`config.mk`:
```
export PLATFORM = sky130hd
export DESIGN_NAME = mem_access_arbiter
export DESIGN_NICKNAME = d
export VERILOG_FILES = /design/src/rtl/mem_access_arbiter_pkg.sv /design/src/rtl/mem_arb_owner_table.sv /design/src/rtl/mem_access_arbiter.sv
export SDC_FILE = /design/constraint.sdc
export NUM_CORES = 1
export LEC_CHECK = 0
export ABC_AREA = 1
export ABC_CLOCK_PERIOD_IN_PS = 2550
export BUFFER_PORTS_ARGS = -buffer_cell sky130_fd_sc_hd__buf_2
export CORE_AREA = 4 4 365 367
export DETAILED_ROUTE_END_ITERATION = 7
export DIE_AREA = 0 0 369 371
export SYNTH_ARGS = -nofsm -noshare
export SYNTH_HDL_FRONTEND = slang
export SYNTH_SLANG_ARGS = --single-unit
```
`constraint.sdc`:
```
create_clock -name i_clk -period 2.55 [get_ports i_clk]
set_input_delay 0.1275 -clock i_clk [delete_from_list [all_inputs] [get_ports i_clk]]
set_output_delay 0.1275 -clock i_clk [all_outputs]
set_load 0.005 [all_outputs]
```
`src/rtl/mem_access_arbiter_pkg.sv`:
```
// rtl/mem_access_arbiter_pkg.sv - shared types for the external memory port arbiter
package mem_access_arbiter_pkg;

   localparam int MEM_ARB_NUM_REQ = 3;
   localparam int MEM_ARB_IDX_W   = $clog2(MEM_ARB_NUM_REQ);

   typedef logic [MEM_ARB_IDX_W-1:0] mem_arb_req_index_path_t;

   typedef struct packed {
      logic                    valid;
      mem_arb_req_index_path_t owner;
   } mem_arb_owner_entry_t;

   localparam mem_arb_req_index_path_t MEM_ARB_REQ_ICACHE = mem_arb_req_index_path_t'(0);
   localparam mem_arb_req_index_path_t MEM_ARB_REQ_DCACHE = mem_arb_req_index_path_t'(1);
   localparam mem_arb_req_index_path_t MEM_ARB_REQ_FLUSH  = mem_arb_req_index_path_t'(2);

   // Round-robin successor of a requester index, wrapping at num_req.
   function automatic mem_arb_req_index_path_t mem_arb_next_idx(
      input mem_arb_req_index_path_t idx,
      input int                      num_req
   );
      return (int'(idx) + 1 >= num_req) ? '0 : idx + 1'b1;
   endfunction

endpackage

```
`src/rtl/mem_arb_owner_table.sv`:
```
// rtl/mem_arb_owner_table.sv - serial-to-owner table with one-cycle response routing
module mem_arb_owner_table
   import mem_access_arbiter_pkg::*;
#(
   parameter int SERIAL_WIDTH = 4,
   parameter int NUM_REQ      = MEM_ARB_NUM_REQ
)(
   input  logic                    i_clk,
   input  logic                    i_rst,
   input  logic                    i_set_valid,
   input  logic [SERIAL_WIDTH-1:0] i_set_serial,
   input  mem_arb_req_index_path_t i_set_owner,
   output logic                    o_busy_at_set,
   input  logic                    i_lookup_valid,
   input  logic [SERIAL_WIDTH-1:0] i_lookup_serial,
   output logic                    o_lookup_miss,
   output logic [NUM_REQ-1:0]      o_rsp
);

   localparam int DEPTH = 2**SERIAL_WIDTH;

   mem_arb_owner_entry_t r_table [DEPTH];
   mem_arb_owner_entry_t w_lookup_entry;
   logic                 w_lookup_hit;
   logic [NUM_REQ-1:0]   r_rsp;

   // Busy reflects the pre-clear state, so a same-serial clear still blocks this cycle.
   assign o_busy_at_set  = r_table[i_set_serial].valid;
   assign w_lookup_entry = r_table[i_lookup_serial];
   assign w_lookup_hit   = i_lookup_valid && w_lookup_entry.valid;
   assign o_lookup_miss  = i_lookup_valid && !w_lookup_entry.valid;
   assign o_rsp          = r_rsp;

   always_ff @(posedge i_clk) begin
      if (i_rst) begin
         for (int i = 0; i < DEPTH; i++) begin
            r_table[i] <= '0;
         end
         r_rsp <= '0;
      end else begin
         r_rsp <= '0;
         if (w_lookup_hit) begin
            r_table[i_lookup_serial].valid <= 1'b0;
            r_rsp <= {{(NUM_REQ-1){1'b0}}, 1'b1} << w_lookup_entry.owner;
         end
         if (i_set_valid) begin
            r_table[i_set_serial] <= '{valid: 1'b1, owner: i_set_owner};
         end
      end
   end

endmodule

```
`src/rtl/mem_access_arbiter.sv`:
```
// rtl/mem_access_arbiter.sv - round-robin arbiter sharing the memory port between cache requesters
module mem_access_arbiter
   import mem_access_arbiter_pkg::*;
#(
   parameter int NUM_REQ      = MEM_ARB_NUM_REQ,
   parameter int ADDR_WIDTH   = 32,
   parameter int DATA_WIDTH   = 128,
   parameter int SERIAL_WIDTH = 4
)(
   input  logic                                 i_clk,
   input  logic                                 i_rst,
   input  logic [NUM_REQ-1:0]                   i_req_valid,
   input  logic [NUM_REQ-1:0]                   i_req_write,
   input  logic [NUM_REQ-1:0][ADDR_WIDTH-1:0]   i_req_addr,
   input  logic [NUM_REQ-1:0][DATA_WIDTH-1:0]   i_req_write_data,
   output logic [NUM_REQ-1:0]                   o_req_grant,
   output logic [SERIAL_WIDTH-1:0]              o_req_serial,
   output logic [ADDR_WIDTH-1:0]                o_mem_access_addr,
   output logic [DATA_WIDTH-1:0]                o_mem_access_write_data,
   output logic                                 o_mem_access_re,
   output logic                                 o_mem_access_we,
   input  logic                                 i_mem_access_read_busy,
   input  logic                                 i_mem_access_write_busy,
   input  logic [SERIAL_WIDTH-1:0]              i_next_mem_read_serial,
   input  logic [SERIAL_WIDTH-1:0]              i_next_mem_write_serial,
   input  logic                                 i_mem_read_data_ready,
   input  logic [SERIAL_WIDTH-1:0]              i_mem_read_serial,
   input  logic [DATA_WIDTH-1:0]                i_mem_read_data,
   input  logic                                 i_mem_write_ack_valid,
   input  logic [SERIAL_WIDTH-1:0]              i_mem_write_ack_serial,
   output logic [NUM_REQ-1:0]                   o_rsp_valid,
   output logic [DATA_WIDTH-1:0]                o_rsp_data,
   output logic [NUM_REQ-1:0]                   o_wr_ack,
   output logic                                 o_err_unexpected_rsp
);

   mem_arb_req_index_path_t   r_rr_ptr;
   mem_arb_req_index_path_t   w_winner;
   logic                      w_grant_any;
   logic [NUM_REQ-1:0]        w_eligible;
   logic [MEM_ARB_IDX_W:0]    w_scan_idx;
   logic                      w_rd_busy_at_set;
   logic                      w_wr_busy_at_set;
   logic                      w_rd_miss;
   logic                      w_wr_miss;
   logic [DATA_WIDTH-1:0]     r_rsp_data;
   logic                      r_err;

   always_comb begin
      w_eligible = '0;
      for (int i = 0; i < NUM_REQ; i++) begin
         if (i_req_write[i]) begin
            w_eligible[i] = i_req_valid[i] && !i_mem_access_write_busy && !w_wr_busy_at_set;
         end else begin
            w_eligible[i] = i_req_valid[i] && !i_mem_access_read_busy && !w_rd_busy_at_set;
         end
      end
      if (i_rst) begin
         w_eligible = '0;
      end
   end

   // First eligible index scanning from r_rr_ptr, modulo NUM_REQ.
   always_comb begin
      w_grant_any = 1'b0;
      w_winner    = '0;
      w_scan_idx  = '0;
      for (int k = 0; k < NUM_REQ; k++) begin
         w_scan_idx = {1'b0, r_rr_ptr} + (MEM_ARB_IDX_W+1)'(k);
         if (w_scan_idx >= (MEM_ARB_IDX_W+1)'(NUM_REQ)) begin
            w_scan_idx = w_scan_idx - (MEM_ARB_IDX_W+1)'(NUM_REQ);
         end
         if (!w_grant_any && w_eligible[w_scan_idx[MEM_ARB_IDX_W-1:0]]) begin
            w_grant_any = 1'b1;
            w_winner    = w_scan_idx[MEM_ARB_IDX_W-1:0];
         end
      end
   end

   always_comb begin
      o_req_grant             = '0;
      o_req_serial            = '0;
      o_mem_access_addr       = '0;
      o_mem_access_write_data = '0;
      o_mem_access_re         = 1'b0;
      o_mem_access_we         = 1'b0;
      if (w_grant_any) begin
         o_req_grant[w_winner] = 1'b1;
         o_mem_access_addr     = i_req_addr[w_winner];
         if (i_req_write[w_winner]) begin
            o_mem_access_we         = 1'b1;
            o_mem_access_write_data = i_req_write_data[w_winner];
            o_req_serial            = i_next_mem_write_serial;
         end else begin
            o_mem_access_re = 1'b1;
            o_req_serial    = i_next_mem_read_serial;
         end
      end
   end

   always_ff @(posedge i_clk) begin
      if (i_rst) begin
         r_rr_ptr <= '0;
      end else if (w_grant_any) begin
         r_rr_ptr <= mem_arb_next_idx(w_winner, NUM_REQ);
      end
   end

   mem_arb_owner_table #(
      .SERIAL_WIDTH (SERIAL_WIDTH),
      .NUM_REQ      (NUM_REQ)
   ) u_read_table (
      .i_clk           (i_clk),
      .i_rst           (i_rst),
      .i_set_valid     (o_mem_access_re),
      .i_set_serial    (i_next_mem_read_serial),
      .i_set_owner     (w_winner),
      .o_busy_at_set   (w_rd_busy_at_set),
      .i_lookup_valid  (i_mem_read_data_ready),
      .i_lookup_serial (i_mem_read_serial),
      .o_lookup_miss   (w_rd_miss),
      .o_rsp           (o_rsp_valid)
   );

   mem_arb_owner_table #(
      .SERIAL_WIDTH (SERIAL_WIDTH),
      .NUM_REQ      (NUM_REQ)
   ) u_write_table (
      .i_clk           (i_clk),
      .i_rst           (i_rst),
      .i_set_valid     (o_mem_access_we),
      .i_set_serial    (i_next_mem_write_serial),
      .i_set_owner     (w_winner),
      .o_busy_at_set   (w_wr_busy_at_set),
      .i_lookup_valid  (i_mem_write_ack_valid),
      .i_lookup_serial (i_mem_write_ack_serial),
      .o_lookup_miss   (w_wr_miss),
      .o_rsp           (o_wr_ack)
   );

   // Read data is shared by all owners; it only moves when a routed read lands.
   always_ff @(posedge i_clk) begin
      if (i_rst) begin
         r_rsp_data <= '0;
         r_err      <= 1'b0;
      end else begin
         if (i_mem_read_data_ready && !w_rd_miss) begin
            r_rsp_data <= i_mem_read_data;
         end
         if (w_rd_miss || w_wr_miss) begin
            r_err <= 1'b1;
         end
      end
   end

   assign o_rsp_data           = r_rsp_data;
   assign o_err_unexpected_rsp = r_err;

endmodule

```
==> metrics.md, run 1 <==
| Metric | Value |
|---|---|
| Outcome | complete, but fails checks |
| Failing checks | negative setup slack |
| HP Class | input port to flop |
| Post-synthesis net count | 2826 |
| Final Hold Vio Count | 0 |
| Worst setup SP type | flop |
| Slowest stage delay, CP | 330 ps |
| Pwr Density | 1995 nW/um2 |
| Clock transition at the registers of the reported paths | ~60 ps |
| Die area | 136900 um2 |
| Placed Cells | roughly 5000 |
| Slowest cell on the critical path | dfxtp_2 |
| Layout cells sized above 1 | about 53% |
| Grt met3 use | 4.397% |
| TritonCTS clock tree | yes |
| Crit path max-delay family | simple AND/OR/NAND/NOR gates |
| Max H-tree Level | 1 |
| Root Driver | clkbuf_16 |
| Detailed Place HPWL | 113.5 mm |
| PnR worst setup slack | -1080 ps |
| Met1 usage | between 10% and 20% |
| Die width | 369 um |
| CTS Buffer Depth | 3 |
| Die H | 371 um |
| Max-Cap Viols | 0 |
| Final setup viols | 331 |
| Area growth syn-to-layout | 120.3% |
| Clk_lat worst skew | ~550 ps |
| Gr usage total | 18.71% |
| Drt via density | 3.994 |
| Routed vias | 21290 |
| Reg area | 5328 um2 |
| Drt total wl | between 100 and 150 mm |
| Distinct cell type count after synthesis | 32 |
| Worst EP required | approximately 2400 ps |
| Period utilisation layout | 142.3% |
| Placement Rows | 132 |
| Leakage | between 10 and 15 nW |
| Synthesized area per cell | 6.328 um2 |
| Tightest Pin Transition | 1030 ps |
| Crit path kind | flop to output port |
| Placer congestion estimate | 1.023 |
| Drt initial violations | roughly 1400 |
| Mapped Cells | roughly 2200 |
| Initial antenna violation count | 104 |
| Seq/Total Area, Yosys | 38.32% |
| Final nets | 4159 |
| I/O Buffers | 939 |
| First-pass GRT wire length | 175.1 mm |
| Multi-input gate area | 10150 um2 |
| Post-detailed-route count of antenna-violating nets | 0 |
| CP Max Fanout | 9 |
| Max Clock Freq | 0.2755 GHz |
| Commonest non-fill, non-tap cell in the layout | buf_2 |
| Core area | 129500 um2 |
| Critical Path AT | 3500 ps |
| Fin cells | 5330 |
| Most frequent cells in the layout | buf_2 (856), nand2_1 (589), nor2_1 (377) |
| # clock sinks | about 230 |
| Max-Slew Margin vs Limit | 31.34% |
| Met2 Use GR | 35.56% |
| Mapped Area | 13850 um2 |
| Post-route setup TNS | -229910 ps |
| Worst path bufs/invs | 6 |
| Fin. max-slew vios | 0 |
| Final Critical Period | 3630 ps |
| Num CTS Buffers | 27 |
| Global route total overflow | 0 |
| Pin count of the biggest net entering global routing | 196 |
| Yosys warning total | 0 |
| RSZ-0062 raised after global routing | yes |
| Vias in the first global route | 20680 |
| Yosys top cell area share | 24.44% |
| Layout fillers | 14420 |
| Drt pass-1 iters | 6 |
| Final hold slack | 38.64 ps |
| Boundary Pins | 940 |
| Worst VDD drop | 0.001451 V |
| Largest area contributor in the netlist | dfxtp_1 |
| Critical path endpoint category | output port |
| Worst Clk Skew | 12.22 ps |
| DR DRC count | 0 |
| Worst-path cell chain | nand2_2 -> nand2_2 -> nand2_1 -> nand2_1 -> nand2_1 -> nand2_2 -> nor2_4 -> nand2_2 -> nand2_2 -> nand3_4 -> o21ai_4 -> buf_6 -> nand3_2 -> nand2_2 -> nand2_4 -> nand2_8 -> clkinv_4 -> nand2_4 -> clkinv_8 -> buf_12 -> bufbuf_16 -> a21oi_2 -> nor2_1 -> buf_2 |
| Number of synthesized register bits | ~230 |
| Largest cells by area after synthesis | dfxtp_1 (24%), nand2_1 (21%), edfxtp_1 (14%), nor2_1 (13%), o21ai_0 (4.7%) |
| Initial Utilization | 10.69% |
| Most used routing layer | met2 |
| Wire per inst | about 26 um |
| Crit-path most repeated cell | nand2_2 |
-- path summary, 6_finish.rpt --
path / start / endpoint / slack (ps) / cells past startpoint
max: u_write_table.r_table[4][2] / o_mem_access_write_data[93] / -1080 / 24
min: i_rst / u_write_table.o_rsp[1] / 40 / 3
max reg2reg: u_write_table.r_table[4][2] / u_read_table.r_table[4][2] / -540 / 27
min reg2reg: o_rsp_data[105] / o_rsp_data[105] / 480 / 2
-- layer usage --
layer / routed length (um) / part of all wire, %
met5: 195 / 0.14
met4: 9836 / 7.1
met3: 10100 / 7.3
met2: 72760 / 53
met1: 44880 / 33
-- worst min-delay path: cells and delay by family --
family                 cells  cell delay (ps)
and+or+nand+nor            1               50
buffers and inverters      2              360
-- area by class of cell --
cell class | count | area share (%)
Timing Repair Buffer | 1454 | 37.98
Multi-Input combinational cell | 1747 | 33.27
Sequential cell | 233 | 17.46
Tap cell | 1742 | 7.145
Clock buffer | 38 | 2.588
Inverter | 58 | 0.8531
Antenna cell | 47 | 0.3855
Clock inverter | 11 | 0.3158
-- cell usage after synthesis, drive strengths merged --
library cell and n:
a2111o 2, a2111oi 2, a21boi 8, a21oi 139, a22oi 48, buf 63, clkbuf 87, clkinv 1
dfxtp 169, edfxtp 64, ha 2, inv 57, nand2 776, nand3 128, nand3b 1, nand4 25
nor2 475, nor4 2, o21a 1, o21ai 131, o21bai 2, o22ai 1, o311ai 4
-- flip-flops by register name, indices dropped and copies added (netlist names) --
register and count:
o_rsp_data 128, u_read_table.r_table 48, u_write_table.r_table 48, u_read_table.o_rsp 3, u_write_table.o_rsp 3, r_rr_ptr 2
o_err_unexpected_rsp 1
-- cell families after synthesis --
logic type / synth area share (%)
and+or+nand+nor: 40.14
AOI/OAI and AO/OA: 14.41
DFF: 38.32
buffers and inverters: 6.949
adders and majority gates: 0.1807
-- per-stage QoR --
step,setup WS (ps),cell area [um2],total power (W),util (%)
detailed placement,-1217,23120,0.03841,17.86
floorplan,180.9,13850,0.01603,-
CTS,-1136,28160,0.05510,21.75
finish,-1080,30510,0.06085,23.56
global placement,-1326,23120,0.03836,17.86
global route,-1246,30470,0.06287,23.53
-- power by group --
| part | switching, W | internal, W | total, W | leakage (nW) |
|---|---|---|---|---|
| registers | 0.000199 | 0.00421 | 0.00441 | 2.04 |
| clock network | 0.00164 | 0.00226 | 0.00391 | 0.441 |
| logic | 0.0294 | 0.0231 | 0.0525 | 11.7 |
| total | 0.0312 | 0.0296 | 0.0608 | 14.2 |
-- timing repair --
action / in CTS / in global routing
endpoints found under the hold margin: 132 / 0
buffers inserted: 34 / 33
resized for setup: 453 / 479
cloned: 27 / 8
pin swaps: 60 / 86
setup endpoints to repair: 331 / 331
hold buffers: 131 / 0
No activity file was read; power rests on OpenSTA's default activity.
==> inputs of run 2 (changes only) <==
--- a/config.mk
+++ b/config.mk
@@ -8,9 +8,10 @@
 export ABC_AREA = 1
 export ABC_CLOCK_PERIOD_IN_PS = 2550
 export BUFFER_PORTS_ARGS = -buffer_cell sky130_fd_sc_hd__buf_2
-export CORE_AREA = 4 4 365 367
+export CORE_AREA = 4 4 368 370
 export DETAILED_ROUTE_END_ITERATION = 7
-export DIE_AREA = 0 0 369 371
+export DIE_AREA = 0 0 372 374
 export SYNTH_ARGS = -nofsm -noshare
 export SYNTH_HDL_FRONTEND = slang
+export SYNTH_HIERARCHICAL = 1
 export SYNTH_SLANG_ARGS = --single-unit
==> metrics.md, run 2 <==
| Metric | Value |
|---|---|
| Max-Slew Margin vs Limit | 57.92% |
| Area growth syn-to-layout | 96.99% |
| Core area | 132600 um2 |
| Root Driver | clkbuf_16 |
| I/O Buffers | about 940 |
| Num CTS Buffers | 27 |
| Global route total overflow | 0 |
| Placer congestion estimate | about 1.0 |
| Post-detailed-route count of antenna-violating nets | 0 |
| Outcome | complete, but fails checks |
| Synth Flop Type | dfxtp_1 |
| Wire per inst | 23.34 um |
| Yosys warning total | 6 |
| Tightest Pin Transition | 631.3 ps |
| # clock sinks | 233 |
| Final nets | around 4300 |
| Detailed Place HPWL | 106.4 mm |
| Synthesized area per cell | 5.992 um2 |
| Critical path endpoint category | output port |
| Seq/Total Area, Yosys | 37.53% |
| Leakage | 14.04 nW |
| Adder-cell area share of the yosys netlist | less than 1% |
| Die width | 372 um |
| Drt initial violations | ~1900 |
| Crit-path most repeated cell | buf_4 |
| Initial antenna violation count | 56 |
| Met2 WL | 55.76 mm |
| Layout fillers | 15120 |
| Slowest cell on the critical path | dfxtp_2 |
| Crit path kind | flop to output port |
| Drt via density | 3.922 |
| Placed cell area | 23050 um2 |
| Slowest stage delay, CP | 330 ps |
| Routed vias | approximately 21000 |
| Commonest cells in the netlist | nand2_1 (829), nor2_1 (596), dfxtp_1 (169), a21oi_1 (131), o21ai_0 (130) |
| Max Clock Freq | 0.2641 GHz |
| Die area | about 140000 um2 |
| Vias in the first global route | 20520 |
| DR DRC count | 0 |
| Highest Signal Layer | met5 |
| Boundary Pins | 940 |
| Post-synth EDFFs | 64 |
| Clock transition at the registers of the reported paths | 70 ps |
| Setup WS pre-CTS | -1011 ps |
| Number of synthesized register bits | 233 |
| Fin. max-slew vios | 0 |
| PnR worst setup slack | -1237 ps |
| Die H | around 370 um |
| Final Hold Vio Count | 0 |
| Mux cell area share after synthesis | 0% |
| Final instance area | ~28000 um2 |
| Post-synthesis net count | 2997 |
| Worst setup SP type | flop |
| CTS Buffer Depth | 3 |
| Most common cell in the netlist | nand2_1 |
| Drt total wl | 127.1 mm |
| CP Max Fanout | 6 |
| Distinct cell type count after synthesis | 31 |
| Mapped Cells | 2359 |
| Period utilisation layout | 148.5% |
| Pin count of the biggest net entering global routing | 77 |
| Most frequent cells in the layout | buf_2 (897), nand2_1 (740), nor2_1 (538) |
| Worst EP required | 2420 ps |
| Gr usage total | 17.01% |
| Clk_lat worst skew | 560 ps |
| Largest family of logic cells by synthesized area | simple AND/OR/NAND/NOR gates |
| Final setup viols | 331 |
| M1 WL | 53.50 mm |
| Post-synthesis async set-or-reset flop share | 0% |
| Mapped Area | 14140 um2 |
| RSZ-0062 raised after global routing | yes |
| Layout cells sized above 1 | 43.71% |
| Largest cells by area after synthesis | dfxtp_1 (24%), nand2_1 (22%), nor2_1 (16%), edfxtp_1 (14%), a21oi_1 (4.6%) |
| Compound-Gate Fraction of Synth Area | approximately 11% |
| Placement Rows | 134 |
| Initial Utilization | 10.66% |
| XOR/XNOR share of the synthesized area | 0% |
| WL met3 | roughly 14 mm |
| TritonCTS clock tree | yes |
| Worst-path cell chain | a22oi_1 -> nand2_1 -> nand3_1 -> nand4_1 -> o21ai_2 -> buf_4 -> nand4_1 -> nand3_2 -> nand2_2 -> nand2_1 -> nand2_2 -> nand2_4 -> nand2_8 -> buf_6 -> nor2_4 -> buf_12 -> buf_12 -> buf_4 -> a21oi_1 -> nor2_1 -> buf_4 -> buf_2 |
| Worst VDD drop | 0.001052 V |
| Worst Clk Skew | 17.17 ps |
| Drt pass-1 iters | 5 |
| Max-Cap Viols | 0 |
| HP Class | input port to flop |
| First-pass GRT wire length | 165.4 mm |
| Max H-tree Level | 1 |
| Critical Path AT | 3660 ps |
| Yosys top cell area share | around a quarter |
| Multi-input gate area | 9075 um2 |
| Commonest non-fill, non-tap cell in the layout | buf_2 |
| Failing checks | negative setup slack |
| Final Critical Period | 3787 ps |
| Reg area | 5319 um2 |
| Total Power | between 0.04 and 0.05 W |
| Crit path max-delay family | simple AND/OR/NAND/NOR gates |
| Worst path bufs/invs | 7 |
| Simple-Gate Fraction of Synth Area | 43.34% |
| Pwr Density | approximately 1600 nW/um2 |
| Max FFs per register | 128 |
| Largest area contributor in the netlist | dfxtp_1 |
-- run 2: changes by cell type after synthesis, sizes merged, moves of 4 or more --
cell,change
nor2,+130
inv,+80
nand2,+61
nand3,-38
a22oi,-28
clkbuf,-20
a21boi,-8
a21oi,-8
nor3,+7
o21ai,+7
nand4,-4
o311ai,-4
-- run 2: worst register-to-register path: stages (launching register included) --
cell	delay, ps
dfxtp_2	330
a22oi_1	180
nand2_1	70
nand3_1	70
nand4_1	180
o21ai_2	220
buf_4	130
nand4_1	90
nand3_2	120
nand2_2	100
buf_4	160
nand3_2	90
nand3_4	100
buf_6	140
nand2_2	60
nand2_2	70
buf_4	150
a21oi_1	210
nand2_2	150
nor3_2	300
nand2_1	170
nand2_1	130
-- run 2: final timing paths --
path	endpoint	slack, ps	startpoint	depth (start not counted)
worst max-delay path	o_mem_access_write_data[120]	-1240	u_read_table/r_table[12][2]	22
worst min-delay path	o_rsp_data[117]	40	i_mem_read_data[117]	4
worst max register to register	u_read_table/r_table[11][1]	-950	u_read_table/r_table[12][2]	21
worst min register to register	o_err_unexpected_rsp	480	o_err_unexpected_rsp	2
-- run 2: routing by layer --
metal	vias up	GRT usage [%]
li1	9997	-
met1	10120	22.12
met2	1014	26.40
met3	194	6.356
met4	28	4.379
met5	-	0
-- run 2: cell families after synthesis --
logic type      Yosys count
simple gates           1560
compound gates          292
buf+inv                 272
flops                   233
fa+ha+maj                 2
-- run 2: metrics by stage --
stage,util [%],hold WS [ps],cells,setup TNS [ps]
CTS,20.25,28.95,5396,-294710
global route,20.98,52.96,5434,-361230
detailed placement,17.38,356.6,5185,-239020
floorplan,-,199.9,2359,-23980
finish,21.00,39.70,5445,-294740
global placement,17.38,350.7,5185,-264780
-- run 2: cell type report --
| type | count | area share (%) |
|---|---|---|
| antenna | 28 | 0.2516 |
| clock buffer | 40 | 2.817 |
| clock inverter | 9 | 0.4673 |
| inverter | 139 | 1.914 |
| multi-input combinational | 1855 | 32.59 |
| sequential | 233 | 19.10 |
| tap | 1768 | 7.944 |
| timing repair buffer | 1373 | 34.92 |
-- run 2: power breakdown --
part / switching [W] / internal [W]
Clock: 0.00165 / 0.00243
Sequential: 0.000141 / 0.00409
Combinational: 0.0205 / 0.0152
Total: 0.0223 / 0.0217
-- run 2: timing repair --
item / in CTS / in global routing
pin swaps: 55 / 27
gates cloned: 11 / 5
endpoints found under the setup margin: 330 / 331
buffers inserted: 29 / 18
hold endpoints to repair: 127 / 0
resized for setup: 296 / 163
hold buffers: 127 / 0
